$ cat src/rtl/dodge_pkg.sv
// Shared types and constants for the dodge-game obstacle controller.
// Holds the FSM state encoding, LFSR geometry and the dodge counter limit.
package dodge_pkg;

  typedef enum logic [1:0] {
    IDLE  = 2'd0,
    SPAWN = 2'd1,
    FALL  = 2'd2,
    OVER  = 2'd3
  } state_e;

  localparam int                LFSR_W       = 8;
  localparam logic [LFSR_W-1:0] LFSR_TAPS    = 8'hB8;
  localparam logic [7:0]        DODGE_MAX    = 8'hFF;
  localparam int                ROWS_DEFAULT = 8;

  // Fibonacci step for x^8+x^6+x^5+x^4+1: the feedback bit is the parity of the tapped bits.
  function automatic logic [LFSR_W-1:0] lfsr_next(input logic [LFSR_W-1:0] v);
    return {v[LFSR_W-2:0], ^(v & LFSR_TAPS)};
  endfunction

  function automatic logic [LFSR_W-1:0] lfsr_seed_fix(input logic [LFSR_W-1:0] s);
    return (s == {LFSR_W{1'b0}}) ? {{(LFSR_W-1){1'b0}}, 1'b1} : s;
  endfunction

endpackage

$ cat src/rtl/edge_sync.sv
// Two-flop synchronizer plus a delay flop; rise is high for one CLK cycle
// per rising edge of the asynchronous input d.
module edge_sync
  import dodge_pkg::*;
(
  input  logic CLK,
  input  logic RST,
  input  logic d,
  output logic rise
);

  logic r_sync1;
  logic r_sync2;
  logic r_sync3;

  // Synchronizer chain; r_sync3 holds the previous synchronized level.
  always_ff @(posedge CLK or posedge RST) begin
    if (RST) begin
      r_sync1 <= 1'b0;
      r_sync2 <= 1'b0;
      r_sync3 <= 1'b0;
    end else begin
      r_sync1 <= d;
      r_sync2 <= r_sync1;
      r_sync3 <= r_sync2;
    end
  end

  assign rise = r_sync2 & ~r_sync3;

endmodule

$ cat src/rtl/dodge_obstacle_ctrl.sv
// Falling-obstacle controller: spawns an obstacle in an LFSR-chosen column,
// moves it down one row per fall_clk rise, detects collisions and counts dodges.
module dodge_obstacle_ctrl
  import dodge_pkg::*;
#(
  parameter int         ROWS      = ROWS_DEFAULT,
  parameter logic [7:0] LFSR_SEED = 8'hA5
) (
  input  logic       CLK,
  input  logic       RST,
  input  logic       fall_clk,
  input  logic       start,
  input  logic [2:0] player_col,
  output logic [2:0] obj_row,
  output logic [2:0] obj_col,
  output logic       obj_valid,
  output logic       hit,
  output logic       game_over,
  output logic [7:0] dodge_cnt
);

  localparam logic [2:0]        LAST_ROW   = 3'(ROWS - 1);
  localparam logic [LFSR_W-1:0] SEED_FIXED = lfsr_seed_fix(LFSR_SEED);

  state_e            r_state;
  state_e            w_state_nxt;
  logic [LFSR_W-1:0] r_lfsr;
  logic [2:0]        r_row;
  logic [2:0]        w_row_nxt;
  logic [2:0]        r_col;
  logic [2:0]        w_col_nxt;
  logic              r_valid;
  logic              w_valid_nxt;
  logic              r_hit;
  logic              w_hit_nxt;
  logic              r_over;
  logic              w_over_nxt;
  logic [7:0]        r_cnt;
  logic [7:0]        w_cnt_nxt;
  logic              w_step;
  logic              w_collide;

  edge_sync u_fall_sync (
    .CLK  (CLK),
    .RST  (RST),
    .d    (fall_clk),
    .rise (w_step)
  );

  // Free-running LFSR; it advances in every state so spawn columns vary with play timing.
  always_ff @(posedge CLK or posedge RST) begin
    if (RST) begin
      r_lfsr <= SEED_FIXED;
    end else begin
      r_lfsr <= lfsr_next(r_lfsr);
    end
  end

  assign w_collide = (r_row == LAST_ROW) && (r_col == player_col);

  // Next-state and next-output logic; collision is checked ahead of step.
  always_comb begin
    w_state_nxt = r_state;
    w_row_nxt   = r_row;
    w_col_nxt   = r_col;
    w_valid_nxt = r_valid;
    w_hit_nxt   = 1'b0;
    w_over_nxt  = 1'b0;
    w_cnt_nxt   = r_cnt;
    case (r_state)
      IDLE: begin
        w_valid_nxt = 1'b0;
        if (start) begin
          w_cnt_nxt   = 8'd0;
          w_state_nxt = SPAWN;
        end else begin
          w_state_nxt = IDLE;
        end
      end
      SPAWN: begin
        w_col_nxt   = r_lfsr[2:0];
        w_row_nxt   = 3'd0;
        w_valid_nxt = 1'b1;
        w_state_nxt = FALL;
      end
      FALL: begin
        if (w_collide) begin
          w_hit_nxt   = 1'b1;
          w_over_nxt  = 1'b1;
          w_state_nxt = OVER;
        end else if (w_step) begin
          if (r_row < LAST_ROW) begin
            w_row_nxt = r_row + 3'd1;
          end else begin
            w_cnt_nxt   = (r_cnt == DODGE_MAX) ? r_cnt : r_cnt + 8'd1;
            w_state_nxt = SPAWN;
          end
        end else begin
          w_state_nxt = FALL;
        end
      end
      OVER: begin
        if (start) begin
          w_over_nxt  = 1'b1;
          w_state_nxt = OVER;
        end else begin
          w_valid_nxt = 1'b0;
          w_state_nxt = IDLE;
        end
      end
      default: begin
        w_valid_nxt = 1'b0;
        w_state_nxt = IDLE;
      end
    endcase
  end

  // State and output registers; every output is driven straight from here.
  always_ff @(posedge CLK or posedge RST) begin
    if (RST) begin
      r_state <= IDLE;
      r_row   <= 3'd0;
      r_col   <= 3'd0;
      r_valid <= 1'b0;
      r_hit   <= 1'b0;
      r_over  <= 1'b0;
      r_cnt   <= 8'd0;
    end else begin
      r_state <= w_state_nxt;
      r_row   <= w_row_nxt;
      r_col   <= w_col_nxt;
      r_valid <= w_valid_nxt;
      r_hit   <= w_hit_nxt;
      r_over  <= w_over_nxt;
      r_cnt   <= w_cnt_nxt;
    end
  end

  assign obj_row   = r_row;
  assign obj_col   = r_col;
  assign obj_valid = r_valid;
  assign hit       = r_hit;
  assign game_over = r_over;
  assign dodge_cnt = r_cnt;

endmodule
$ cat config.mk
export PLATFORM = sky130hd
export DESIGN_NAME = dodge_obstacle_ctrl
export DESIGN_NICKNAME = d
export VERILOG_FILES = /design/src/rtl/dodge_pkg.sv /design/src/rtl/edge_sync.sv /design/src/rtl/dodge_obstacle_ctrl.sv
export SDC_FILE = /design/constraint.sdc
export NUM_CORES = 1
export LEC_CHECK = 0
export ABC_AREA = 1
export CORE_ASPECT_RATIO = 2
export CORE_MARGIN = 4
export CORE_UTILIZATION = 35
export DETAILED_ROUTE_END_ITERATION = 10
export GPL_TIMING_DRIVEN = 0
export PLACE_DENSITY = 0.62
export SLEW_MARGIN = 30
export SYNTH_ARGS = -nofsm -noshare
export SYNTH_HDL_FRONTEND = slang
export SYNTH_SLANG_ARGS = --single-unit
$ cat constraint.sdc
create_clock -name CLK -period 4.5 [get_ports CLK]
set_input_delay 0.9 -clock CLK [delete_from_list [all_inputs] [get_ports CLK]]
set_output_delay 0.9 -clock CLK [all_outputs]
set_load 0.01 [all_outputs]
# After elaboration in Yosys (flattened, before gate mapping)
# Index checks and enable logic that the tools add are counted.
[word_totals] ff_bits=30 output_inout_bits=17
[classes] add_sub_neg=2 n_lt_le_gt_ge=1 eq_ne=14 mux=22 n_bitwise=2 n_reduce_logical=9
[op_table] op="$mux 8" count=5
[op_table] op="$pmux 8 s2" count=1
[op_table] op="$ne 2x2->1 const B" count=6
[op_table] op="$mux 3" count=3
[op_table] op="$add 8x1->8 const B" count=1
[op_table] op="$eq 8x8->1 const B" count=1
[op_table] op="$mux 2" count=4
[op_table] op="$pmux 2 s4" count=1
[op_table] op="$reduce_xor 8->1" count=1
[op_table] op="$pmux 3 s2" count=1
[op_table] op="$reduce_and 6->1" count=1
[op_table] op="$mux 1" count=5
[op_table] op="$eq 2x2->1 const B" count=2
[op_table] op="$ne 4x4->1 const B" count=1
[op_table] op="$reduce_and 4->1" count=1
[op_table] op="$reduce_bool 2->1" count=2
[op_table] op="$add 3x1->3 const B" count=1
[op_table] op="$eq 3x3->1" count=1
[op_table] op="$eq 3x3->1 const B" count=1
[op_table] op="$lt 3x3->1 const B" count=1
[op_table] op="$pmux 1 s3" count=1
[op_table] op="$reduce_bool 3->1" count=1
[op_table] op="$eq 2x1->1 const B" count=1
[op_table] op="$logic_not 2->1" count=1
[op_table] op="other kinds (6)" count=6

# Longest topological paths before layout
# Gate-level depths: netlist of the first run.
[logic_depth] ltp_word=6 depth_mapped=9 ltp_nobuf=9

# Cells and area by module
# Synthesis of the first run repeated with hierarchy kept, for this count alone.
[hier_totals] cells_unflattened=176 hier_area_um2=1468.9
[by_module_without_submodules] mod="dodge_obstacle_ctrl" n_inst=1 cells_per_inst=170 area_per_inst_um2=1380.1 seq_area_each_um2=680.7
[by_module_without_submodules] mod="edge_sync" n_inst=1 cells_per_inst=6 area_per_inst_um2=88.8 seq_area_each_um2=75.1

# Worst setup path after synthesis of the first run
# No wires, ideal clock.
[synth_timing] kind="input to register" startpoint="input port player_col[1]" endpoint="register r_cnt[0] (netlist: dodge_cnt[0])" setup_ns=0.117 arrival_time_ns=1.629 required_ns=4.383 setup_slack_ns=2.754 stages=7 path_buffers=1 path_cell_list="inv_1 > o21ai_0 > nor2_2 > nand3_4 > buf_2 > nand3_1 > nand2_1"
[synth_between] elab_chain_cells=4
[synth_lines] item="start: declaration" line_no="dodge_obstacle_ctrl.sv:13" text="input logic [2:0] player_col,"
[synth_lines] item="$eq 3x3->1" line_no="dodge_obstacle_ctrl.sv:59" text="assign w_collide = (r_row == LAST_ROW) && (r_col == player_col);"
[synth_lines] item="$logic_and 1x1->1" line_no="dodge_obstacle_ctrl.sv:59"
[synth_lines] item="$ne 2x2->1 (no source line)"
[synth_lines] item="$reduce_and 6->1 (no source line)"
[synth_lines] item="end signal: assignment" line_no="dodge_obstacle_ctrl.sv:135" text="r_cnt <= w_cnt_nxt;"
[synth_lines] item="end: declaration" line_no="dodge_obstacle_ctrl.sv:38" text="logic [7:0] r_cnt;"
# No other way between the ends.
# A chain may end at the register's enable or synchronous reset.

# Worst setup path after layout of the first run
[layout_timing] startpoint="register r_cnt[0] (netlist: dodge_cnt[0])" endpoint="output port dodge_cnt[0]"
[layout_rtl] item="end: declaration" line_no="dodge_obstacle_ctrl.sv:19" text="output logic [7:0] dodge_cnt"
# No word-level cell between the ends.

==> impl_metrics.yaml, run 1 <==
outcome:
  status: "finished clean"
cts:
  clock_latency_ns: 0.28
  cts.repair.resized: 0
  holdBufCountCts: 0
  cts_num_sinks: 30
  cts_buffer_depth: 2
  post-cts-setup-buffers: 0
  clk_root_buffer_cell: "clkbuf_8"
  cts.htree.levels: 2
  cts_buffers: 5
  clk_pin_slew_ns: 0.06
  cts_tree: "yes"
place:
  dp_hpwl_mm: 2.19
  placed_cell_area_um2: 1750
  place_congestion: 0.773
  port_buffers: 23
yosys:
  avgSynthCellArea_um2: 8.48
  syn_area_um2: 1460
  yosysSeqAreaShare_pct: 51.8
  ys_warn_count: 0
  syn_inst: 172
  synth-seq-cells: 30
  ys_types: 22
  syn-num-nets: 182
worst_setup_path:
  reg2reg_slack_ns: 2.82
  crit_arrival_ns: 1.37
  max_stage_delay_ns: 0.59
  crit_family: "buffers and inverters"
  slowest_stage: "clkdlybuf4s50_1"
  crit_chain: "clkdlybuf4s50_1"
  start_kind: "register"
  crit_fanout: 8
  crit_buf_inv: 1
  required_ns: 3.60
  crit_type: "register to output port"
  end_kind: "output port"
power:
  ir_drop_mv: 0.239
  powerDensity_nw_per_um2: 474
  internal_power_w: 0.000590
  pwr-share-seq_pct: 38.4
  power.leakage_nw: 0.889
  p_sw_w: 0.000297
  combinationalPowerShare_pct: 30.4
  clkPwrFrac_pct: 31.2
  p_sw_share_pct: 33.5
sta:
  final.setup.tns_ns: 0
  slew_headroom_pct: 59.3
  slew_viol_final: 0
  fmax_mhz: 440
  worstMarginPinSlew_ns: 0.610
  grt_setup_unrepaired: "false"
  setup_viol: 0
  period_share_pct: 50.5
  finalCriticalPeriod_ns: 2.27
  clock_skew_ns: 0.00578
  finalHoldViolCount: 0
die:
  dieHeight_um: 99.3
  die-area_um2: 5330
  ioPinCount: 24
  initial_core_util_pct: 36.1
  rows: 33
  die_w_um: 53.7
  coreArea_um2: 4050
finish:
  synthToLayoutAreaGrowth_pct: 28.2
  drive_gt1_share_pct: 16.3
  diodes: 0
  postLayoutCoreUtil_pct: 46.2
  stdcell_area_um2: 1870
  nets: 212
routing:
  ant_nets: 0
  drt_wl_total_mm: 2.87
  firstDrtPassIters: 3
  viasPerCell: 4.49
  post-route-drc-count: 0
  dr_total_vias: 1145
  dr.first_iter.drc_count: 26
  routedWlPerCell_um: 11.2
grt:
  track_usage_pct: 13.2
  grt_pass1_wl_mm: 5.07
  overflow: 0
  grt_antenna_before_repair: 0
  grt_start_max_net_pins: 31
  grt_pass1_vias: 1105
min_path:
  hp-class: "register to register"
flow_run:
  drv_cap: 0
[cell families (layout without fill, tap and decap cells)]
family          after synthesis  count (layout)  synth area share [%]
xor+xnor                      5               5                  3.00
simple gates                107             107                  35.1
fa+ha+maj                     3               3                  2.57
flops                        30              30                  51.8
compound gates                6               6                  2.06
buf+inv                      21              52                  5.49
[flip-flops by register name, summed over array words and instances, names as in the netlist]
signal and cells:
game_over 1, r_lfsr 8, dodge_cnt 8, r_state 2, u_fall_sync.r_sync3 1, hit 1, obj_row 3, obj_valid 1
obj_col 3, u_fall_sync.r_sync1 1, u_fall_sync.r_sync2 1
[final timing paths]
path,endpoint,from,cells after the start
min reg2reg,r_lfsr[7],r_lfsr[6],0
max in group asynchronous,r_lfsr[6],RST,2
min in group asynchronous,u_fall_sync.r_sync3,RST,2
max,dodge_cnt[0],dodge_cnt[0],1
min,r_lfsr[7],r_lfsr[6],0
max reg2reg,dodge_cnt[5],dodge_cnt[0],9
[layout by cell type (no fill, tap or decap), drive strengths merged]
| cell | count |
|---|---|
| nand2 | 65 |
| dfrtp | 26 |
| clkdlybuf4s50 | 23 |
| nor2 | 21 |
| inv | 20 |
| nand3 | 16 |
| clkbuf | 7 |
| o21ai | 4 |
| dfstp | 4 |
| xnor2 | 3 |
| ha | 3 |
| a21oi | 2 |
| xor2 | 2 |
| nand3b | 2 |
| buf | 1 |
| nor3b | 1 |
| nor3 | 1 |
| nand4 | 1 |
| bufinv | 1 |
[through the flow]
stage / worst slack (ns) / total power (W) / hold slack (ns) / std cells
final: 2.23 / 0.000887 / 0.349 / 255
after global routing: 2.17 / 0.000953 / 0.363 / 255
after CTS: 2.21 / 0.000907 / 0.356 / 255
after detailed placement: 2.19 / 0.000623 / 0.342 / 247
after global placement: 2.22 / 0.000619 / 0.332 / 247
after floorplan: 2.75 / 0.000524 / 0.331 / 172
[layer usage]
| metal | track usage, % | vias up | share of wire (%) |
|---|---|---|---|
| met5 | 0 | - | 0 |
| met2 | 23.3 | 24 | 56 |
| li1 | - | 594 | - |
| met3 | 3.30 | 6 | 4.0 |
| met4 | 7.09 | 0 | 2.5 |
| met1 | 13.5 | 521 | 38 |
[power by group through the flow]
stage	Clock (W)	Sequential (W)	Combinational, W
after global routing	0.000299	0.000347	0.000307
after floorplan	0	0.000349	0.000175
after global placement	0	0.000345	0.000273
final	0.000277	0.000340	0.000270
after detailed placement	0	0.000346	0.000277
after CTS	0.000288	0.000341	0.000278
[synth_stat cells]
cell type | n | area share, %
a21oi_1 | 2 | 0.69
buf_2 | 1 | 0.34
dfrtp_1 | 26 | 45
dfstp_2 | 4 | 7.2
ha_1 | 3 | 2.6
inv_1 | 15 | 3.9
inv_2 | 5 | 1.3
nand2_1 | 58 | 15
nand2_2 | 5 | 2.1
nand2_4 | 2 | 1.5
nand3_1 | 15 | 5.1
nand3_4 | 1 | 1.2
nand3b_1 | 2 | 1.0
nand4_1 | 1 | 0.43
nor2_1 | 15 | 3.9
nor2_2 | 3 | 1.3
nor2_4 | 3 | 2.3
nor3_1 | 1 | 0.34
nor3b_2 | 1 | 0.86
o21ai_0 | 4 | 1.4
xnor2_1 | 3 | 1.8
xor2_1 | 2 | 1.2
[cell type report]
class                      count  area [um2]
inverter                      20        75.1
tap                           52        65.1
timing repair buffer          23         230
buffer                         1        5.00
clock inverter                 1        30.0
multi-input combinational    121         623
sequential                    30         756
fill                         437        2180
clock buffer                   7        86.3
Power figures use the tool's default switching activity.
==> inputs of run 2 (changes only) <==
- clock period: 4.5 -> 2.1 ns (I/O delays scaled with it)
==> results of run 2 <==
The final DEF is identical to that of run 1. Status: finished clean.
Among the figures that moved: setup slack after placement 2.19 ns -> 0.272 ns; setup slack after layout 2.23 ns -> 0.308 ns; register-to-register setup slack 2.82 ns -> 0.42 ns; total power 0.000887 W -> 0.00190 W; worst IR drop on VDD 0.239 mV -> 0.512 mV
